**src/rtl/fft16_frame_ctrl_if.sv**
```systemverilog
`default_nettype none
// ============================================================================
// Module   : fft16_frame_ctrl_if
// Brief    : Sample-in / buffer-write / bin-out bundle for the FFT16 sequencer.
// Revision : 1.0
// ============================================================================
interface fft16_frame_ctrl_if #(
    parameter int ADDRW = 4,
    parameter int WIDTH = 16
);
    logic              flush;
    logic              in_valid;
    logic              in_ready;
    logic [WIDTH-1:0]  in_data;
    logic              buf_we;
    logic [ADDRW-1:0]  buf_addr;
    logic [WIDTH-1:0]  buf_wdata;
    logic              s1_start;
    logic              s2_start;
    logic              out_valid;
    logic              out_ready;
    logic [ADDRW-1:0]  out_index;
    logic              out_last;
    logic              frame_done;
    logic              busy;
    logic [7:0]        frame_cnt;

    // Controller side.
    modport master (
        input  flush, in_valid, in_data, out_ready,
        output in_ready, buf_we, buf_addr, buf_wdata, s1_start, s2_start,
               out_valid, out_index, out_last, frame_done, busy, frame_cnt
    );

    // Source / sink / FFT datapath side.
    modport slave (
        output flush, in_valid, in_data, out_ready,
        input  in_ready, buf_we, buf_addr, buf_wdata, s1_start, s2_start,
               out_valid, out_index, out_last, frame_done, busy, frame_cnt
    );
endinterface
`default_nettype wire

```
**src/rtl/fft16_frame_ctrl.sv**
```systemverilog
`default_nettype none
// ============================================================================
// Module   : fft16_frame_ctrl
// Brief    : Loads a 16-sample frame, strobes both FFT stages, unloads 16 bins.
// Revision : 1.0
// ============================================================================
module fft16_frame_ctrl #(
    parameter int N      = 16,
    parameter int ADDRW  = 4,
    parameter int WIDTH  = 16,
    parameter int S1_LAT = 2,
    parameter int S2_LAT = 2
) (
    input  wire logic         clk,
    input  wire logic         rst,
    fft16_frame_ctrl_if.master bus
);
    typedef enum logic [1:0] {
        ST_LOAD   = 2'd0,
        ST_S1     = 2'd1,
        ST_S2     = 2'd2,
        ST_UNLOAD = 2'd3
    } state_t;

    localparam logic [ADDRW-1:0] c_LAST   = ADDRW'(N - 1);
    localparam logic [7:0]       c_S1_END = 8'(S1_LAT - 1);
    localparam logic [7:0]       c_S2_END = 8'(S2_LAT - 1);

    state_t             r_state;
    logic [ADDRW-1:0]   r_wr_cnt;
    logic [7:0]         r_lat_cnt;
    logic [ADDRW-1:0]   r_rd_cnt;
    logic               r_s1_start;
    logic               r_s2_start;
    logic               r_out_valid;
    logic               r_frame_done;
    logic [7:0]         r_frame_cnt;

    logic               w_in_ready;
    logic               w_accept;
    logic [WIDTH-1:0]   w_wdata;

    // in_ready drops combinationally with rst so no sample is taken during reset.
    assign w_in_ready = (r_state == ST_LOAD) && !rst;
    assign w_accept   = bus.in_valid && w_in_ready;
    assign w_wdata    = bus.in_data;

    assign bus.in_ready   = w_in_ready;
    assign bus.buf_we     = w_accept && !bus.flush;
    assign bus.buf_addr   = r_wr_cnt;
    assign bus.buf_wdata  = w_wdata;
    assign bus.s1_start   = r_s1_start;
    assign bus.s2_start   = r_s2_start;
    assign bus.out_valid  = r_out_valid;
    assign bus.out_index  = r_rd_cnt;
    assign bus.out_last   = r_out_valid && (r_rd_cnt == c_LAST);
    assign bus.frame_done = r_frame_done;
    assign bus.busy       = (r_state != ST_LOAD);
    assign bus.frame_cnt  = r_frame_cnt;

    always_ff @(posedge clk or posedge rst) begin
        if (rst) begin
            r_state      <= ST_LOAD;
            r_wr_cnt     <= '0;
            r_lat_cnt    <= '0;
            r_rd_cnt     <= '0;
            r_s1_start   <= 1'b0;
            r_s2_start   <= 1'b0;
            r_out_valid  <= 1'b0;
            r_frame_done <= 1'b0;
            r_frame_cnt  <= '0;
        end else begin
            r_s1_start   <= 1'b0;
            r_s2_start   <= 1'b0;
            r_frame_done <= 1'b0;
            if (bus.flush) begin
                r_state     <= ST_LOAD;
                r_wr_cnt    <= '0;
                r_lat_cnt   <= '0;
                r_rd_cnt    <= '0;
                r_out_valid <= 1'b0;
            end else begin
                case (r_state)
                    ST_LOAD: begin
                        if (w_accept) begin
                            if (r_wr_cnt == c_LAST) begin
                                r_wr_cnt   <= '0;
                                r_lat_cnt  <= '0;
                                r_s1_start <= 1'b1;
                                r_state    <= ST_S1;
                            end else begin
                                r_wr_cnt <= r_wr_cnt + 1'b1;
                            end
                        end
                    end
                    ST_S1: begin
                        if (r_lat_cnt == c_S1_END) begin
                            r_lat_cnt  <= '0;
                            r_s2_start <= 1'b1;
                            r_state    <= ST_S2;
                        end else begin
                            r_lat_cnt <= r_lat_cnt + 8'd1;
                        end
                    end
                    ST_S2: begin
                        if (r_lat_cnt == c_S2_END) begin
                            r_lat_cnt   <= '0;
                            r_rd_cnt    <= '0;
                            r_out_valid <= 1'b1;
                            r_state     <= ST_UNLOAD;
                        end else begin
                            r_lat_cnt <= r_lat_cnt + 8'd1;
                        end
                    end
                    ST_UNLOAD: begin
                        if (r_out_valid && bus.out_ready) begin
                            // rd_cnt wraps to 0 on the last bin, ready for the next frame.
                            r_rd_cnt <= r_rd_cnt + 1'b1;
                            if (r_rd_cnt == c_LAST) begin
                                r_out_valid  <= 1'b0;
                                r_frame_done <= 1'b1;
                                r_frame_cnt  <= r_frame_cnt + 8'd1;
                                r_state      <= ST_LOAD;
                            end
                        end
                    end
                    default: r_state <= ST_LOAD;
                endcase
            end
        end
    end
endmodule
`default_nettype wire

```
**src/flat_wrapper.sv**
```systemverilog
// flat-port wrapper written by rule: the top's interface ports become plain ports
module fft16_frame_ctrl_flat 
#(
    parameter int N      = 16,
    parameter int ADDRW  = 4,
    parameter int WIDTH  = 16,
    parameter int S1_LAT = 2,
    parameter int S2_LAT = 2
)
  (clk, rst, bus_flush, bus_in_valid, bus_in_data, bus_out_ready, bus_in_ready, bus_buf_we, bus_buf_addr, bus_buf_wdata, bus_s1_start, bus_s2_start, bus_out_valid, bus_out_index, bus_out_last, bus_frame_done, bus_busy, bus_frame_cnt);
  fft16_frame_ctrl_if #(.ADDRW(ADDRW), .WIDTH(WIDTH)) bus_i ();
  input  wire logic clk;
  input  wire logic rst;
  input wire logic [$bits(bus_i.flush)-1:0] bus_flush;
  input wire logic [$bits(bus_i.in_valid)-1:0] bus_in_valid;
  input wire logic [$bits(bus_i.in_data)-1:0] bus_in_data;
  input wire logic [$bits(bus_i.out_ready)-1:0] bus_out_ready;
  output wire logic [$bits(bus_i.in_ready)-1:0] bus_in_ready;
  output wire logic [$bits(bus_i.buf_we)-1:0] bus_buf_we;
  output wire logic [$bits(bus_i.buf_addr)-1:0] bus_buf_addr;
  output wire logic [$bits(bus_i.buf_wdata)-1:0] bus_buf_wdata;
  output wire logic [$bits(bus_i.s1_start)-1:0] bus_s1_start;
  output wire logic [$bits(bus_i.s2_start)-1:0] bus_s2_start;
  output wire logic [$bits(bus_i.out_valid)-1:0] bus_out_valid;
  output wire logic [$bits(bus_i.out_index)-1:0] bus_out_index;
  output wire logic [$bits(bus_i.out_last)-1:0] bus_out_last;
  output wire logic [$bits(bus_i.frame_done)-1:0] bus_frame_done;
  output wire logic [$bits(bus_i.busy)-1:0] bus_busy;
  output wire logic [$bits(bus_i.frame_cnt)-1:0] bus_frame_cnt;
  assign bus_i.flush = bus_flush;
  assign bus_i.in_valid = bus_in_valid;
  assign bus_i.in_data = bus_in_data;
  assign bus_i.out_ready = bus_out_ready;
  assign bus_in_ready = bus_i.in_ready;
  assign bus_buf_we = bus_i.buf_we;
  assign bus_buf_addr = bus_i.buf_addr;
  assign bus_buf_wdata = bus_i.buf_wdata;
  assign bus_s1_start = bus_i.s1_start;
  assign bus_s2_start = bus_i.s2_start;
  assign bus_out_valid = bus_i.out_valid;
  assign bus_out_index = bus_i.out_index;
  assign bus_out_last = bus_i.out_last;
  assign bus_frame_done = bus_i.frame_done;
  assign bus_busy = bus_i.busy;
  assign bus_frame_cnt = bus_i.frame_cnt;
  fft16_frame_ctrl #(.N(N), .ADDRW(ADDRW), .WIDTH(WIDTH), .S1_LAT(S1_LAT), .S2_LAT(S2_LAT)) u_core (.clk(clk), .rst(rst), .bus(bus_i));
endmodule
```
**config.mk**
```make
export PLATFORM = sky130hd
export DESIGN_NAME = fft16_frame_ctrl_flat
export DESIGN_NICKNAME = d
export VERILOG_FILES = /design/src/rtl/fft16_frame_ctrl_if.sv /design/src/rtl/fft16_frame_ctrl.sv /design/src/flat_wrapper.sv
export SDC_FILE = /design/constraint.sdc
export NUM_CORES = 1
export LEC_CHECK = 0
export ABC_AREA = 0
export BUFFER_PORTS_ARGS = -buffer_cell sky130_fd_sc_hd__clkbuf_2
export CAP_MARGIN = 10
export CELL_PAD_IN_SITES_DETAIL_PLACEMENT = 2
export CELL_PAD_IN_SITES_GLOBAL_PLACEMENT = 2
export CORE_ASPECT_RATIO = 1.2
export CORE_MARGIN = 2
export CORE_UTILIZATION = 32
export CTS_CLUSTER_DIAMETER = 200
export DETAILED_ROUTE_END_ITERATION = 16
export PLACE_DENSITY_LB_ADDON = 0.15
export SLEW_MARGIN = 15
export SYNTH_ARGS = -nofsm -noshare
export SYNTH_HDL_FRONTEND = slang
export SYNTH_SLANG_ARGS = --single-unit
```
**constraint.sdc**
```tcl
create_clock -name clk -period 3.6 [get_ports clk]
set_clock_uncertainty 0.1 [all_clocks]
set_input_delay 0.72 -clock clk [delete_from_list [all_inputs] [get_ports clk]]
set_output_delay 0.72 -clock clk [all_outputs]
set_load 0.005 [all_outputs]
```
* After elaboration in Yosys (flattened, before gate mapping)
Index checks and enable logic that the tools add are counted.
** Word-level totals
- Word-level logic and storage cells :: 83
- Output and inout bits :: 40
- Bits of input ports :: 21
- Bits in registers :: 30
** Cells by class
- Add/subtract/negate cells :: 4
- Muxes and demuxes :: 37
- Reductions and logical operators :: 20
- Equality and inequality tests :: 12
- Bitwise logic cells :: 1
** Operators with widths (number)
- 2-to-1 mux 8 bit :: 4
- 2-to-1 mux 4 bit :: 7
- adder 8 x 1 -> 8 bit (second input constant) :: 2
- case mux 8 bit (2 select lines) :: 1
- 2-to-1 mux 1 bit :: 15
- inequality test 3 x 2 -> 1 bit (second input constant) :: 5
- 2-to-1 mux 2 bit :: 7
- adder 4 x 1 -> 4 bit (second input constant) :: 2
- == test 4 bit (second input constant) :: 2
- == test 8 x 1 -> 1 bit (second input constant) :: 1
- case mux 2 bit (4 select lines) :: 1
- case mux 4 bit (2 select lines) :: 1
- AND reduction 4 bit :: 2
- AND reduction 3 bit :: 2
- AND reduction 6 bit :: 1
- nonzero test 2 bit :: 3
- nonzero test 3 bit :: 2
- logical AND 1 bit :: 5
- == test 2 bit (second input constant) :: 2
- inequality test 3 bit (second input constant) :: 1
- == test 2 x 1 -> 1 bit (second input constant) :: 1
- logical NOT 1 bit :: 2
- logical NOT 2 bit :: 1
- case mux 1 bit (2 select lines) :: 1
- other kinds (3) :: 3

* Logic depth before layout (Yosys ltp)
Gate-level depths: netlist of the first run.
- Word-level depth :: 6
- Depth in mapped cells :: 6

* Least setup slack after synthesis of the first run
Ideal clock, no wire load.
- Path type :: input-to-reg
- Start point :: input rst
- End point :: register u_core.r_state[0]
- Data required time :: 3.406 ns
- Stages :: 4
- Slack :: 1.428 ns
- Path buffers :: 0
- Data arrival time :: 1.978 ns
- Setup time :: 0.094 ns
- Cells stage by stage :: inv_1 a31o_2 o211ai_1 a211oi_1
** On the way
- Longest elaborated chain between the ends :: 5
** Ends and longest elaborated chain
- from (decl) :: RTL line flat_wrapper.sv:13 : input wire logic rst;
- logical NOT 1 bit :: RTL line fft16_frame_ctrl.sv:44 : assign w_in_ready = (r_state == ST_LOAD) && !rst;
- logical AND 1 bit :: RTL line fft16_frame_ctrl.sv:44
- logical AND 1 bit :: RTL line fft16_frame_ctrl.sv:45 : assign w_accept = bus.in_valid && w_in_ready;
- inequality test 3 x 2 -> 1 bit (no line)
- AND reduction 6 bit (no line)
- to (signal assigned) :: RTL line fft16_frame_ctrl.sv:63 : r_state <= ST_LOAD;
- to (signal assigned) :: RTL line fft16_frame_ctrl.sv:77 : r_state <= ST_LOAD;
- to (signal assigned) :: RTL line fft16_frame_ctrl.sv:90 : r_state <= ST_S1;
- to (decl) :: RTL line fft16_frame_ctrl.sv:29 : state_t r_state;
No other way between the ends.
A chain may end at the register's enable or synchronous reset.

* Final worst setup path of the first run
- Start point :: register u_core.r_state[0]
- End point :: output bus_buf_we
** On the way
- Longest elaborated chain between the ends :: 4
** Ends and longest elaborated chain
- logical NOT 2 bit :: RTL line fft16_frame_ctrl.sv:44
- logical AND 1 bit :: RTL line fft16_frame_ctrl.sv:44
- logical AND 1 bit :: RTL line fft16_frame_ctrl.sv:45
- logical AND 1 bit :: RTL line fft16_frame_ctrl.sv:49 : assign bus.buf_we = w_accept && !bus.flush;
- to (decl) :: RTL line flat_wrapper.sv:19 : output wire logic [$bits(bus_i.buf_we)-1:0] bus_buf_we;
No other way between the ends.

==> results of run 1 <==
[critical path, cell delays in order, from the launching register on]
cell                       delay [ps]
sky130_fd_sc_hd__dfrtp_1          410
sky130_fd_sc_hd__inv_1            140
sky130_fd_sc_hd__ha_1             220
sky130_fd_sc_hd__nand3b_1         170
sky130_fd_sc_hd__nor2_1           160
sky130_fd_sc_hd__clkbuf_2         130
[metal layers]
metal	global-route usage	vias to the layer above	wire (um)
met2	0.271	47	2360
met1	0.173	716	1860
met5	0	-	0
met4	0.0566	0	67
met3	0.0529	6	230
li1	-	665	-
[worst max-delay path by stage]
stage	start	end	slack, ps
2_1_floorplan	rst	u_core.r_state[0]	1430
3_3_place_gp	bus_flush	u_core.bus.frame_cnt[7]	1240
3_5_place_dp	bus_flush	u_core.bus.frame_cnt[7]	1180
4_1_cts	u_core.r_state[1]	bus_buf_we	1230
5_1_grt	u_core.r_state[1]	bus_buf_we	1120
6_report	u_core.r_state[0]	bus_buf_we	1270
[registers in the layout (all words and copies together), names as in the netlist]
register,flops
u_core.bus.buf_addr,4
u_core.bus.frame_cnt,8
u_core.bus.frame_done,1
u_core.bus.out_index,4
u_core.bus.out_valid,1
u_core.bus.s1_start,1
u_core.bus.s2_start,1
u_core.r_lat_cnt,8
u_core.r_state,2
[cell usage after synthesis, types with 2 or more instances]
master / number
sky130_fd_sc_hd__a22o_1: 4
sky130_fd_sc_hd__nand2_1: 16
sky130_fd_sc_hd__nor3_2: 2
sky130_fd_sc_hd__xnor2_1: 5
sky130_fd_sc_hd__nor3_1: 3
sky130_fd_sc_hd__nand3_1: 6
sky130_fd_sc_hd__mux2_2: 2
sky130_fd_sc_hd__inv_1: 8
sky130_fd_sc_hd__and3_1: 3
sky130_fd_sc_hd__nand2b_1: 3
sky130_fd_sc_hd__o211ai_1: 2
sky130_fd_sc_hd__nand4_1: 5
sky130_fd_sc_hd__a21o_2: 2
sky130_fd_sc_hd__o21ai_0: 10
sky130_fd_sc_hd__buf_4: 16
sky130_fd_sc_hd__ha_1: 10
sky130_fd_sc_hd__nor2b_1: 2
sky130_fd_sc_hd__xor2_1: 3
sky130_fd_sc_hd__a21oi_1: 8
sky130_fd_sc_hd__dfrtp_1: 30
sky130_fd_sc_hd__a211oi_1: 3
sky130_fd_sc_hd__nor2_1: 10
sky130_fd_sc_hd__and3_2: 2
sky130_fd_sc_hd__and2_1: 2
[final cells by class]
cell class                      instances  area (um^2)
Clock buffer                            7         86.3
Clock inverter                          1         5.00
Sequential cell                        30          751
Tap cell                               62         77.6
Inverter                                8         30.0
Multi-Input combinational cell        124          870
Timing Repair Buffer                   29          148
Fill cell                             591         3370
[logic make-up after synthesis]
| kind of cell | Yosys count |
|---|---|
| buffers and inverters | 25 |
| AND/OR/NAND/NOR | 63 |
| flip-flops | 30 |
| XOR/XNOR | 8 |
| AO/OA/AOI/OAI | 40 |
| adder cells (fa/ha/maj) | 10 |
| multiplexers | 3 |
[power groups by stage]
stage,Clock (W),Sequential (W),Combinational (W)
finish,0.000288,0.000363,0.000183
global route,0.000310,0.000366,0.000204
CTS,0.000303,0.000364,0.000188
detailed placement,0,0.000371,0.000184
global placement,0,0.000368,0.000175
floorplan,0,0.000366,0.000140
[cell usage in the layout, fill, tap and decap left out, drive strengths merged, types with 2 or more instances in the layout]
cell type and n:
and3 5, o211ai 2, and2 3, nor3 5
mux2 2, ha 10, a21o 3, a22o 5
dfrtp 30, inv 8, nor2b 2, nand2 16
o21ai 10, xor2 3, nand4 5, clkbuf 35
nand2b 3, nand3 6, xnor2 5, a211oi 3
a21oi 8, nor2 10
[stage by stage]
step / worst slack, ps / instances / power [W]
after floorplan: 1430 / 179 / 0.000506
after CTS: 1230 / 261 / 0.000855
after global placement: 1240 / 253 / 0.000543
after global routing: 1120 / 261 / 0.000880
after detailed placement: 1180 / 253 / 0.000554
final: 1270 / 261 / 0.000835
==> reports/metrics.cfg, run 1 <==
[synth]
synthesized_area_mm2 = 0.00177
yosysTopAreaCell = sky130_fd_sc_hd__dfrtp_1
synth-xor-area-share = 0.0395
netlist_instances = 179
synthesis.nets = 210
synth_top_family_by_area = simple AND/OR/NAND/NOR gates
synth_area_per_cell_um2 = 9.91
yosysSeqAreaShare = 0.423
synth_compound_area_frac = 0.160
warning_count_from_the_yosys_run = 0
synthSimpleGateAreaFrac = 0.202
synth_area_leaders = sky130_fd_sc_hd__dfrtp_1, sky130_fd_sc_hd__ha_1, sky130_fd_sc_hd__buf_4
synth_top_flop_cell = sky130_fd_sc_hd__dfrtp_1
synth_top_area_share = 0.423
ys_async_sr_fraction = 1.00
post_synth_mux_area_share = 0.0183
synth_fa_ha_area_frac = 0.0705
synth.lib_cells_used.distinct = 46
synth-edff-count = 0
synth.ff_latch_count = 30

[timing]
finalHoldViolCount = 0
setup_viol = 0
max_slew.worst_pin.slew_ps = 624
period_share = 0.648
fin_worst_hold_slack_ps = 376
totalNegativeSetupSlack_ps = 0
final_max_slew_viol_count = 0
fmax_mhz = 429
unrepaired_setup_endpoints_after_global_routing = false
relSlewSlack = 0.584
fin_crit_ps = 2330

[clock_network]
htree_levels = 2
cts_max_path_buffers = 2
cts_tree = yes
cts_repair_resize_count = 0
clock_tree.root_cell = sky130_fd_sc_hd__clkbuf_8
clkSlewWorstSetupHoldPaths_ps = 70
cts_buffers = 5
tritoncts_num_sinks = 30
cts.repair_timing.setup_buffer_count = 0
worst_skew_pair.late_latency_ps = 280
hold_buffer_count_at_cts = 0

[floorplan]
die_area_mm2 = 0.00616
die_y_um = 85.6
fp.coreArea_mm2 = 0.00533
placementRows = 29
total_i_o_pin_count = 61
dieWidth_um = 72.0
initial_utilization = 0.333

[route]
final_antenna_net_count = 0
drt-initial-drc-count = 17
routed_wire_length_per_instance_um = 17.3
detail_route.vias_per_cell = 5.49
drt_first_pass_iters = 4
residual_drc_count = 0
drt-total-wl_um = 4510
via_count = 1434

[placed_design]
postPlaceCellArea_mm2 = 0.00188
routabilityCongestion = 0.730
hpwl_um = 3320
port_buffers = 28

[finish]
layout_cells_sized_above_1 = 0.251
layout.nets = 229
antenna-diode-count = 0
synthToLayoutAreaGrowth_pct = 10.9
final_area_mm2 = 0.00197
post-route-util = 0.369

[worst_hold_path]
worst_hold_path_type = reg2reg
holdCritStartpoint = u_core.bus.frame_cnt[7]
worstHoldPathCells = 1
timing.hold.worst_endpoint = u_core.bus.frame_cnt[7]

[global_routing]
largest_net_degree_at_the_start_of_global_routing = 31
via_count_of_the_first_global_routing_pass = 1496
grt_antenna_before_repair = 0
globalRouteTotalUtil = 0.155
grt_first_pass_wirelength_um = 7350
grt-ovfl-total = 0

[power_and_ir_drop]
swShare = 0.314
cell_internal_power_w = 0.000573
power_density_mw_per_mm2 = 424
vdd_ir_drop_max_uv = 167
clockPowerShare = 0.345
power_frac_comb = 0.220
power.sequential.fraction = 0.435
netSwitchingPower_w = 0.000262
standby_leakage_power_nw = 0.970

[worst_setup_path]
worstPathArrival_ps = 1510
r2r-end = u_core.r_lat_cnt[2]
worstSetupPathType = reg2out
r2r_setup_slack_ps = 1310
timing.critical_path.to_type = output port
reg2reg_from = u_core.r_state[1]
cp_max_fo = 4
critical_path_required_ps = 2780
worst_r2r_path_depth = 6
startpoint_type = flip-flop

[job]
max_cap_viol_count = 0

[run_status]
status = finished clean

No activity file was read; power rests on OpenSTA's default activity.
==> run 2, diff against run 1 <==
--- a/config.mk
+++ b/config.mk
@@ -12,7 +12,7 @@
 export CELL_PAD_IN_SITES_GLOBAL_PLACEMENT = 2
 export CORE_ASPECT_RATIO = 1.2
 export CORE_MARGIN = 2
-export CORE_UTILIZATION = 32
+export CORE_UTILIZATION = 29
 export CTS_CLUSTER_DIAMETER = 200
 export DETAILED_ROUTE_END_ITERATION = 16
 export PLACE_DENSITY_LB_ADDON = 0.15
==> constraint.sdc (replaced) <==
create_clock -name clk -period 2.2 [get_ports clk]
set_clock_uncertainty 0.1 [all_clocks]
set_input_delay 0.44 -clock clk [delete_from_list [all_inputs] [get_ports clk]]
set_output_delay 0.44 -clock clk [all_outputs]
set_load 0.005 [all_outputs]
==> run 2 against run 1 <==
Die area is 9.8% higher; clock power is 90% higher; critical path type unchanged; wire length is 2.9% higher; sequential cell count stayed put.
==> reports/metrics.cfg, run 2 (synthesized netlist as in run 1, its figures left out) <==
[timing]
totalNegativeSetupSlack_ps = 0
final_max_slew_viol_count = 0
fin_crit_ps = 2030
unrepaired_setup_endpoints_after_global_routing = false
period_share = 0.922
relSlewSlack = 0.704
fin_worst_hold_slack_ps = 192
finalHoldViolCount = 0
fmax_mhz = 493
max_slew.worst_pin.slew_ps = 442
setup_viol = 0

[clock_network]
worst_skew_pair.late_latency_ps = 280
htree_levels = 2
cts_max_path_buffers = 2
hold_buffer_count_at_cts = 0
cts_buffers = 5
clock_tree.root_cell = sky130_fd_sc_hd__clkbuf_8
cts_repair_resize_count = 0
cts.repair_timing.setup_buffer_count = 0
cts_tree = yes
tritoncts_num_sinks = 30
clkSlewWorstSetupHoldPaths_ps = 70

[worst_hold_path]
worst_hold_path_type = in2async

[finish]
synthToLayoutAreaGrowth_pct = 14.4
layout.nets = 232
layout.cells.most_common_list = sky130_fd_sc_hd__dfrtp_1, sky130_fd_sc_hd__clkbuf_2, sky130_fd_sc_hd__nand2_1
antenna-diode-count = 0
mostFrequentLayoutCell = sky130_fd_sc_hd__dfrtp_1
layout_cells_sized_above_1 = 0.257
post-route-util = 0.340

[run_status]
status = finished clean

[power_and_ir_drop]
vdd_ir_drop_max_uv = 220
power_density_mw_per_mm2 = 714
standby_leakage_power_nw = 0.989

[route]
final_antenna_net_count = 0
routed_wire_length_per_instance_um = 16.4
drt-initial-drc-count = 16
residual_drc_count = 0
detail_route.vias_per_cell = 5.16
drt-total-wl_um = 4650
via_count = 1466
drt_first_pass_iters = 4

[job]
max_cap_viol_count = 0

[placed_design]
hpwl_um = 3490
port_buffers = 28
routabilityCongestion = 0.785

[floorplan]
dieWidth_um = 75.4
die_area_mm2 = 0.00676
fp.coreArea_mm2 = 0.00597
total_i_o_pin_count = 61
initial_utilization = 0.297
placementRows = 31
die_y_um = 89.7

[worst_setup_path]
worstPathArrival_ps = 1490
worstPathCellList = inv_1 > ha_1 > nand3b_1 > nor2_1 > clkbuf_2
cp_max_fo = 4
critical_path_required_ps = 1660
worstSetupPathType = reg2out
crit_path_top_delay_cell = sky130_fd_sc_hd__dfrtp_1
critical-path-max-stage-delay_ps = 420
startpoint_type = flip-flop
timing.critical_path.to_type = output port

[global_routing]
largest_net_degree_at_the_start_of_global_routing = 31
globalRouteTotalUtil = 0.149
grt_first_pass_wirelength_um = 7800
grt_antenna_before_repair = 0
grt-ovfl-total = 0
via_count_of_the_first_global_routing_pass = 1598

## run 2: path summary, 6_finish.rpt
path / start / endpoint / slack [ps] / cells past startpoint
min: rst / u_core.r_lat_cnt[2] / 190 / 3
min in group clk: u_core.bus.frame_cnt[7] / u_core.bus.frame_cnt[7] / 370 / 1
max: u_core.r_state[0] / bus_buf_we / 170 / 5
min reg2reg: u_core.bus.frame_cnt[7] / u_core.bus.frame_cnt[7] / 370 / 1
max in group asynchronous: rst / u_core.bus.out_index[3] / 1500 / 3
max reg2reg: u_core.r_state[0] / u_core.r_lat_cnt[2] / 210 / 6
## run 2: cell type report
| cell class | count | area, um^2 |
|---|---|---|
| multi-input cells | 124 | 870 |
| fillers | 702 | 3940 |
| repair buffers | 32 | 170 |
| well taps | 82 | 103 |
| flip-flops and latches | 30 | 751 |
| clock inverters | 1 | 30.0 |
| inverters | 8 | 30.0 |
| clock buffers | 7 | 76.3 |
## run 2: power by group
| part | leakage, nW | internal [W] | switching (W) |
|---|---|---|---|
| clock | 0.0524 | 0.000339 | 0.000208 |
| combinational | 0.519 | 0.000118 | 0.000188 |
| sequential | 0.418 | 0.000571 | 0.0000255 |
| total | 0.989 | 0.00103 | 0.000422 |
## run 2: worst max-delay path, delay by kind of cell (launching register included)
family                   cells  cell delay [ps]
adder cells (fa/ha/maj)      1              220
flip-flops                   1              420
AND/OR/NAND/NOR              2              300
buffers and inverters        2              270
## run 2: routing by layer
layer | vias up | GRT usage | part of all wire
met2 | 34 | 0.258 | 0.52
met1 | 747 | 0.185 | 0.43
met5 | - | 0 | 0
met4 | 0 | 0.0431 | 0.013
met3 | 11 | 0.0324 | 0.038
li1 | 674 | - | -
## run 2: metrics by stage
step	setup slack, ps	total power (W)	instance area (um^2)	std cells
after floorplan	257	0.000828	1770	179
after global placement	309	0.000889	1920	276
after detailed placement	222	0.000919	1920	276
after CTS	128	0.00149	2030	284
after global routing	7.38	0.00155	2030	284
final	172	0.00145	2030	284
==> run 3, diff against run 2 <==
==> constraint.sdc (replaced) <==
create_clock -name clk -period 2.05 [get_ports clk]
set_clock_uncertainty 0.1 [all_clocks]
set_input_delay 0.41 -clock clk [delete_from_list [all_inputs] [get_ports clk]]
set_output_delay 0.41 -clock clk [all_outputs]
set_load 0.005 [all_outputs]
==> run 3 against run 2 <==
Via count shrank 3.5%; combinational power increased by 24%; power up 12%; non-clock buffer count up 5; first-iteration DRC count is 110% higher; count of clock-buffer cells in the layout fell by 1; sequential cell count stayed put; sequential share of layout area fell by 1.0 points; register-to-register slack worse by 100 ps; setup slack lost 100 ps; critical path depth is the same; worst hold slack worse by 24 ps; largest power group unchanged.
==> reports/metrics.cfg, run 3 (synthesized netlist as in run 1, its figures left out) <==
[run_status]
status = finished clean

[timing]
fin_crit_ps = 1980
setup_viol = 0
max_slew.worst_pin.slew_ps = 444
final_max_slew_viol_count = 0
fmax_mhz = 505
relSlewSlack = 0.702
finalHoldViolCount = 0
period_share = 0.967
post-route-worst-setup-slack_ps = 68.5

[worst_setup_path]
worstPathArrival_ps = 1470
worstSetupPathType = reg2out
cp_max_fo = 4
r2r_setup_slack_ps = 110
critical_path_required_ps = 1540
startpoint_type = flip-flop
timing.critical_path.to_type = output port

[route]
via_count = 1415
drt_first_pass_iters = 4
final_antenna_net_count = 0
detail_route.vias_per_cell = 4.91
residual_drc_count = 0
drt-total-wl_um = 4720
drt-initial-drc-count = 33
routed_wire_length_per_instance_um = 16.4

[finish]
layout.nets = 237
regArea_um2 = 751
layout_cells_sized_above_1 = 0.306
fill_cells = 706
mostFrequentLayoutCell = sky130_fd_sc_hd__dfrtp_1
post_layout_nonfiller_instances = 288
footprint_of_the_multi_input_gates_um2 = 885
layout.cells.most_common_list = sky130_fd_sc_hd__dfrtp_1, sky130_fd_sc_hd__clkbuf_2, sky130_fd_sc_hd__nand2_1
antenna-diode-count = 0
synthToLayoutAreaGrowth_pct = 17.7
post-route-util = 0.350

[power_and_ir_drop]
total_design_power_w = 0.00163
power_density_mw_per_mm2 = 781
standby_leakage_power_nw = 1.02
vdd_ir_drop_max_uv = 359

[worst_hold_path]
worst_hold_path_type = in2async

[job]
max_cap_viol_count = 0

[placed_design]
port_buffers = 28
dpl_worst_slack_ps = 41.8
hpwl_um = 3490
placed_cells = 278
routabilityCongestion = 0.783

[clock_network]
clkSlewWorstSetupHoldPaths_ps = 70
cts_tree = yes
clock_tree.root_cell = sky130_fd_sc_hd__clkbuf_8
cts_buffers = 5
cts_max_path_buffers = 2
worst_skew_pair.late_latency_ps = 280
htree_levels = 2
tritoncts_num_sinks = 30

[global_routing]
largest_net_degree_at_the_start_of_global_routing = 31
grt_first_pass_wirelength_um = 7720
grt_antenna_before_repair = 0
globalRouteTotalUtil = 0.152
via_count_of_the_first_global_routing_pass = 1546
grt-ovfl-total = 0

[floorplan]
placementRows = 31
total_i_o_pin_count = 61
fp.coreArea_mm2 = 0.00597
initial_utilization = 0.297
dieWidth_um = 75.4
die_y_um = 89.7
die_area_mm2 = 0.00676

==> run 3: cell count changes in the layout (fill, tap and decap cells not counted), moves of 2 or more <==
cell and delta:
sky130_fd_sc_hd__buf_4 +5, sky130_fd_sc_hd__clkbuf_1 -2, sky130_fd_sc_hd__nor2_1 -2, sky130_fd_sc_hd__nor2_2 +2
==> run 3: worst max-delay path: stages (launching register included) <==
cell and delay, ps:
sky130_fd_sc_hd__dfrtp_1 410, sky130_fd_sc_hd__inv_1 140, sky130_fd_sc_hd__ha_2 230, sky130_fd_sc_hd__nand3b_1 160, sky130_fd_sc_hd__nor2_2 130, sky130_fd_sc_hd__clkbuf_2 120
==> run 3: timing repair <==
item                                    4_1_cts  5_1_grt
hold buffers                                  0        0
setup buffers                                 0        3
resized for setup                             0        5
hold endpoints to repair                      0        0
endpoints found under the setup margin        0       13
==> run 3: metrics by stage <==
step	hold WS, ps	TNS [ps]	instance area (um^2)
final	168	0	2090
after global placement	359	0	1940
after detailed placement	365	0	1940
after CTS	174	0	2050
after global routing	205	-14.8	2090
after floorplan	365	0	1770
==> run 3: final timing paths <==
kind                                         startpoint                 endpoint  cells past startpoint
min in group clk                u_core.bus.frame_cnt[7]  u_core.bus.frame_cnt[7]                      1
worst min-delay path                                rst   u_core.bus.buf_addr[1]                      3
worst min register to register  u_core.bus.frame_cnt[7]  u_core.bus.frame_cnt[7]                      1
worst max-delay path                  u_core.r_state[0]               bus_buf_we                      5
max in group asynchronous                           rst      u_core.r_lat_cnt[4]                      3
worst max register to register      u_core.r_lat_cnt[1]  u_core.bus.out_index[2]                      6
==> run 3: area by class of cell <==
class                      count  share of cell area
clock buffer                   6              0.0395
tap                           82              0.0491
inverter                       8              0.0144
multi-input combinational    124               0.424
timing repair buffer          37              0.0995
sequential                    30               0.359
clock inverter                 1              0.0144
==> run 3: power by group <==
group | switching (W) | internal (W)
combinational | 0.000222 | 0.000158
clock | 0.000224 | 0.000389
sequential | 0.0000255 | 0.000613
total | 0.000472 | 0.00116
==> run 3: routing by layer <==
layer  part of all wire  vias up  global-route usage  routed length (um)
met3              0.035        8              0.0324                 163
met4              0.011        0              0.0574                  51
met1               0.42      694               0.189                2000
li1                   -      679                   -                   -
met2               0.53       34               0.255                2510
met5                  0        -                   0                   0
